`src/rtl/pool_pkg.sv`:
```
// Shared definitions for the pooling controller: pool pipeline latency
// and the controller state encoding.
package pool_pkg;

    // Cycles from the last accepted element to a valid pool maximum.
    localparam int POOL_LATENCY = 4;
    localparam int DRAIN_W      = $clog2(POOL_LATENCY);

    typedef enum logic [1:0] {
        IDLE  = 2'd0,
        FEED  = 2'd1,
        DRAIN = 2'd2,
        OUT   = 2'd3
    } state_t;

endpackage

```
`src/rtl/pool.sv`:
```
// Streaming signed max-pool core with a fixed POOL_LATENCY pipeline.
// Ports: clk; restart/up_valid/up_data element input; dn_data running max.
module pool
    import pool_pkg::*;
#(
    parameter int NUM_WIDTH = 16
) (
    input  logic                 clk,
    input  logic                 restart,
    input  logic                 up_valid,
    input  logic [NUM_WIDTH-1:0] up_data,
    output logic [NUM_WIDTH-1:0] dn_data
);

    logic signed [NUM_WIDTH-1:0] acc;
    logic        [NUM_WIDTH-1:0] pipe [POOL_LATENCY-1];

    // No reset on purpose: restart on a window's first element overwrites
    // whatever the accumulator held. Strict '>' keeps the earlier tie.
    always_ff @(posedge clk) begin
        if (up_valid) begin
            if (restart || ($signed(up_data) > acc)) begin
                acc <= up_data;
            end
        end
        pipe[0] <= acc;
        for (int i = 1; i < POOL_LATENCY - 1; i++) begin
            pipe[i] <= pipe[i-1];
        end
    end

    assign dn_data = pipe[POOL_LATENCY-2];

endmodule

```
`src/rtl/pool_ctrl.sv`:
```
// Job controller feeding windows of signed elements into one pool core.
// Ports: clk, rst; start/cfg_size/cfg_count/busy/done job control;
// up_* element stream in; dn_* window maximum out (valid/ready).
// Optional: define POOL_CTRL_RELU_EN to clamp negative results to 0.
module pool_ctrl
    import pool_pkg::*;
#(
    parameter int NUM_WIDTH = 16,
    parameter int CNT_WIDTH = 8
) (
    input  logic                 clk,
    input  logic                 rst,
    input  logic                 start,
    input  logic [CNT_WIDTH-1:0] cfg_size,
    input  logic [CNT_WIDTH-1:0] cfg_count,
    output logic                 busy,
    output logic                 done,
    input  logic [NUM_WIDTH-1:0] up_data,
    input  logic                 up_valid,
    output logic                 up_ready,
    output logic [NUM_WIDTH-1:0] dn_data,
    output logic                 dn_valid,
    input  logic                 dn_ready
);

    state_t               state;
    state_t               next;
    logic [CNT_WIDTH-1:0] size_q;
    logic [CNT_WIDTH-1:0] count_q;
    logic [CNT_WIDTH-1:0] elem_cnt;
    logic [CNT_WIDTH-1:0] win_cnt;
    logic [DRAIN_W-1:0]   drain_cnt;
    logic                 zero_done;
    logic [NUM_WIDTH-1:0] pool_dn;

    logic accept;
    logic restart;
    logic last_elem;
    logic last_win;
    logic drain_end;
    logic cfg_ok;
    logic launch;

    assign up_ready  = (state == FEED);
    assign dn_valid  = (state == OUT);
    assign busy      = (state != IDLE);

    assign accept    = up_valid & up_ready;
    assign restart   = accept && (elem_cnt == '0);
    assign last_elem = (elem_cnt == size_q - 1'b1);
    assign last_win  = (win_cnt == count_q - 1'b1);
    assign drain_end = (drain_cnt == DRAIN_W'(POOL_LATENCY - 1));
    assign cfg_ok    = (cfg_size != '0) && (cfg_count != '0);
    assign launch    = (state == IDLE) && start && cfg_ok;

    always_ff @(posedge clk or posedge rst) begin
        if (rst) begin
            state <= IDLE;
        end else begin
            state <= next;
        end
    end

    always_comb begin
        next = state;
        done = zero_done;
        unique case (state)
            IDLE: begin
                if (launch) next = FEED;
            end
            FEED: begin
                if (accept && last_elem) next = DRAIN;
            end
            DRAIN: begin
                if (drain_end) next = OUT;
            end
            OUT: begin
                if (dn_ready) begin
                    if (last_win) begin
                        next = IDLE;
                        done = 1'b1;
                    end else begin
                        next = FEED;
                    end
                end
            end
            default: next = IDLE;
        endcase
    end

    always_ff @(posedge clk or posedge rst) begin
        if (rst) begin
            size_q    <= '0;
            count_q   <= '0;
            elem_cnt  <= '0;
            win_cnt   <= '0;
            drain_cnt <= '0;
            zero_done <= 1'b0;
            dn_data   <= '0;
        end else begin
            // A degenerate job never leaves IDLE; it only reports done.
            zero_done <= (state == IDLE) && start && !cfg_ok;
            if (launch) begin
                size_q   <= cfg_size;
                count_q  <= cfg_count;
                elem_cnt <= '0;
                win_cnt  <= '0;
            end
            if (accept) begin
                elem_cnt <= last_elem ? '0 : elem_cnt + 1'b1;
            end
            if (state == DRAIN) begin
                drain_cnt <= drain_end ? '0 : drain_cnt + 1'b1;
                if (drain_end) begin
`ifdef POOL_CTRL_RELU_EN
                    dn_data <= pool_dn[NUM_WIDTH-1] ? '0 : pool_dn;
`else
                    dn_data <= pool_dn;
`endif
                end
            end
            if ((state == OUT) && dn_ready) begin
                win_cnt <= last_win ? '0 : win_cnt + 1'b1;
            end
        end
    end

    pool #(
        .NUM_WIDTH (NUM_WIDTH)
    ) u_pool (
        .clk      (clk),
        .restart  (restart),
        .up_valid (accept),
        .up_data  (up_data),
        .dn_data  (pool_dn)
    );

endmodule

```
`config.mk`:
```
export PLATFORM = sky130hd
export DESIGN_NAME = pool_ctrl
export DESIGN_NICKNAME = d
export VERILOG_FILES = /design/src/rtl/pool_pkg.sv /design/src/rtl/pool.sv /design/src/rtl/pool_ctrl.sv
export SDC_FILE = /design/constraint.sdc
export NUM_CORES = 1
export LEC_CHECK = 0
export ABC_CLOCK_PERIOD_IN_PS = 2700
export CAP_MARGIN = 5
export CORE_AREA = 2 2 97 99
export DETAILED_ROUTE_END_ITERATION = 10
export DIE_AREA = 0 0 99 101
export PLACE_DENSITY = 0.8
export REMOVE_ABC_BUFFERS = 1
export SLEW_MARGIN = 20
export SYNTH_ARGS = -nofsm -noshare
export SYNTH_HDL_FRONTEND = slang
export SYNTH_SLANG_ARGS = --single-unit
export TNS_END_PERCENT = 20
```
`constraint.sdc`:
```
create_clock -name clk -period 2.7 [get_ports clk]
set_input_delay 0.405 -clock clk [delete_from_list [all_inputs] [get_ports clk]]
set_output_delay 0.405 -clock clk [all_outputs]
set_load 0.02 [all_outputs]
```
==> impl_metrics.toml <==
[finish]
nNetsFinal = 537
area_growth_syn_to_layout_pct = 29.7
antennaDiodeCount = 0
stdcell_count = 597
finish.instance_area_um2 = 6250
final_layout_size_suffix_gt1_share_pct = 22.0

[logic_synthesis]
synth_top_area_cell = "dfrtp_1"
synth_top_family_by_area = "simple AND/OR/NAND/NOR gates"
synth-compound-area-share_pct = 9.04
yosysWarnings = 0
synthDistinctLibCells = 57
synth_top_area_share_pct = 27.5
ys_ff_latch = 117
synthAdderAreaFrac_pct = 7.01
ys_async_sr_fraction_pct = 45.3
synthMuxAreaShare_pct = 8.60
synth-edff-count = 16
yosys-top-cells-count = "dfrtp_1 (53), dfxtp_1 (48), inv_1 (36), mux2_2 (34), ha_1 (27)"
synthCells = 389
yosysMostFrequentCell = "dfrtp_1"
synth-simple-area-share_pct = 9.98
synth_area_per_cell_um2 = 12.4
synth_top_cells_by_area = "dfrtp_1 (28%), dfxtp_1 (20%), edfxtp_1 (10%), mux2_2 (8.0%), ha_1 (7.0%)"
netlist_area_um2 = 4820
synth-xor-area-share_pct = 4.55
ys_seq_area_share_pct = 57.5
synth_ff_type = "dfrtp_1"

[critical_path]
r2r-start = "size_q[1]$_DFFE_PP0P_"
worstPathArrival_ns = 2.27
setup.worst_path.end_class = "output port"
cp-start-kind = "flop"
crit_fanout = 3
r2r-end = "state[1]$_DFFE_PP0P_"
ff2ff_setup_slack_ns = 0.20
critical_path_class = "flop to output port"
r2r_cells = 8
crit_required_ns = 2.30

[sta]
maxSlewHeadroom_pct = 62.3
clock_skew_ns = 0.00775
min_period_ns = 2.68
hold_violations = 0
slew_viol_final = 0
worst_pin_slew_ns = 0.565
finalSetupTns_ns = 0
fin_crit_sh_pct = 99.1
setup_ws_ns = 0.0244
max_freq_mhz = 374
rsz0062_at_grt = "true"
setup_viol = 0

[place]
postPlaceCellArea_um2 = 5610
place_ws_ns = -0.207
io_buffers = 56
dp.cells = 564
gp_congestion = 0.842
place_hpwl_mm = 6.08

[clock_tree]
cts-buffers-inserted = 17
clk_path_buf_depth = 2
cts_tree = "done"
clkTransAtPathRegs_ns = 0.06
cts_root_buffer = "clkbuf_8"
clock_latency_ns = 0.51
h-tree-depth = 4
clock_sinks = 117

[floorplan]
coreArea_um2 = 8980
initial_utilization_pct = 53.6
num_rows = 35
pin_count = 57
die_h_um = 101
die_w_um = 99
die_area_um2 = 10000

[global_routing]
use_met1_pct = 24.0
use_met2_pct = 32.5
antenna_found_initial = 0
globalRoute.busiestLayer = "met2"
grtUsageTotal_pct = 19.5
overflow = 0
grt_pass1_wl_mm = 15.2
grt_pass1_vias = 3318
grt_max_degree = 54
met3_usage_pct = 4.79

[power_and_ir_drop]
p_leak_nw = 2.67
pwr_density_cell_nw_per_um2 = 1150
ir_drop_uv = 509

[routing]
postRouteAntennaNets = 0
wl_mm = 8.90
vias_per_cell = 5.37
wl_per_cell_um = 14.9
route.vias.total = 3206
drc = 0
drtIter0Drc = 79
drt_pass1_iterations = 6

[flow_run]
maxCapViolations = 0

[run_status]
status = "complete, no violations"

[worst_hold_path]
hold_path.class = "input pin to async pin"
-- cell usage in the layout (no fill, tap or decap), types with 10 or more instances in the layout --
cell type	count
dfxtp_1	48
nand3_1	10
edfxtp_1	16
clkbuf_16	16
inv_1	34
buf_4	16
dfrtp_1	51
ha_1	26
clkdlybuf4s50_1	55
mux2_2	34
nand2_1	21
xnor2_1	14
-- worst max path at each step --
stage	from	end	slack, ns	depth (start not counted)
detailed placement	up_data[1]	u_pool.acc[0]$_DFFE_PP_	-0.21	8
floorplan	size_q[0]$_DFFE_PP0P_	state[1]$_DFFE_PP0P_	0.33	8
finish	count_q[2]$_DFFE_PP0P_	done	0.02	5
global placement	up_data[1]	u_pool.acc[0]$_DFFE_PP_	-0.18	8
global route	count_q[1]$_DFFE_PP0P_	done	-0.06	9
CTS	count_q[0]$_DFFE_PP0P_	done	0.006	6
-- per-layer routing --
layer  routed length (um)  vias up
li1                     -     1562
met2                 4520       54
met1                 3930     1572
met3                  245       18
met4                  209        0
met5                    0        -
-- layout make-up --
class | count | area [um2]
clock inverter | 15 | 140
sequential | 117 | 2770
multi-input combinational | 229 | 1960
fill | 630 | 2730
clock buffer | 17 | 414
inverter | 36 | 135
tap | 111 | 139
timing repair buffer | 72 | 691
-- stage by stage --
step	utilization, %	total power, W	hold slack, ns
2_1_floorplan	-	0.00419	0.310
3_3_place_gp	62.5	0.00488	0.312
3_5_place_dp	62.5	0.00500	0.312
4_1_cts	69.1	0.00716	0.267
5_1_grt	69.6	0.00759	0.297
6_report	69.6	0.00717	0.261
-- worst max-delay path: stages (launching register included) --
cell	delay, ns
dfrtp_1	0.38
or4_4	0.58
o311a_4	0.34
o221ai_4	0.20
o21bai_1	0.10
buf_4	0.16
-- power breakdown --
group	leakage, nW	switching [W]	internal [W]
Sequential	1.21	0.000388	0.00237
Combinational	1.18	0.00112	0.00121
Clock	0.281	0.000835	0.00124
-- state kept, by name, indices dropped and copies added, names as in the netlist --
register     cells
zero_done        1
dn_data         16
elem_cnt         8
u_pool.pipe     48
drain_cnt        2
state            2
u_pool.acc      16
size_q           8
win_cnt          8
count_q          8
-- logic make-up after synthesis --
logic type / after synthesis
xor gates and xnor gates: 23
muxes: 37
and+or+nand+nor: 85
AOI/OAI and AO/OA: 57
DFF: 117
adders and majority gates: 27
buffers and inverters: 43
-- timing repair --
item	in CTS	in global routing
pin swaps	3	8
hold buffers	0	0
resized for setup	11	9
cloned	0	0
endpoints found under the setup margin	1	2
buffers inserted	1	0
No activity file was read; power rests on OpenSTA's default activity.
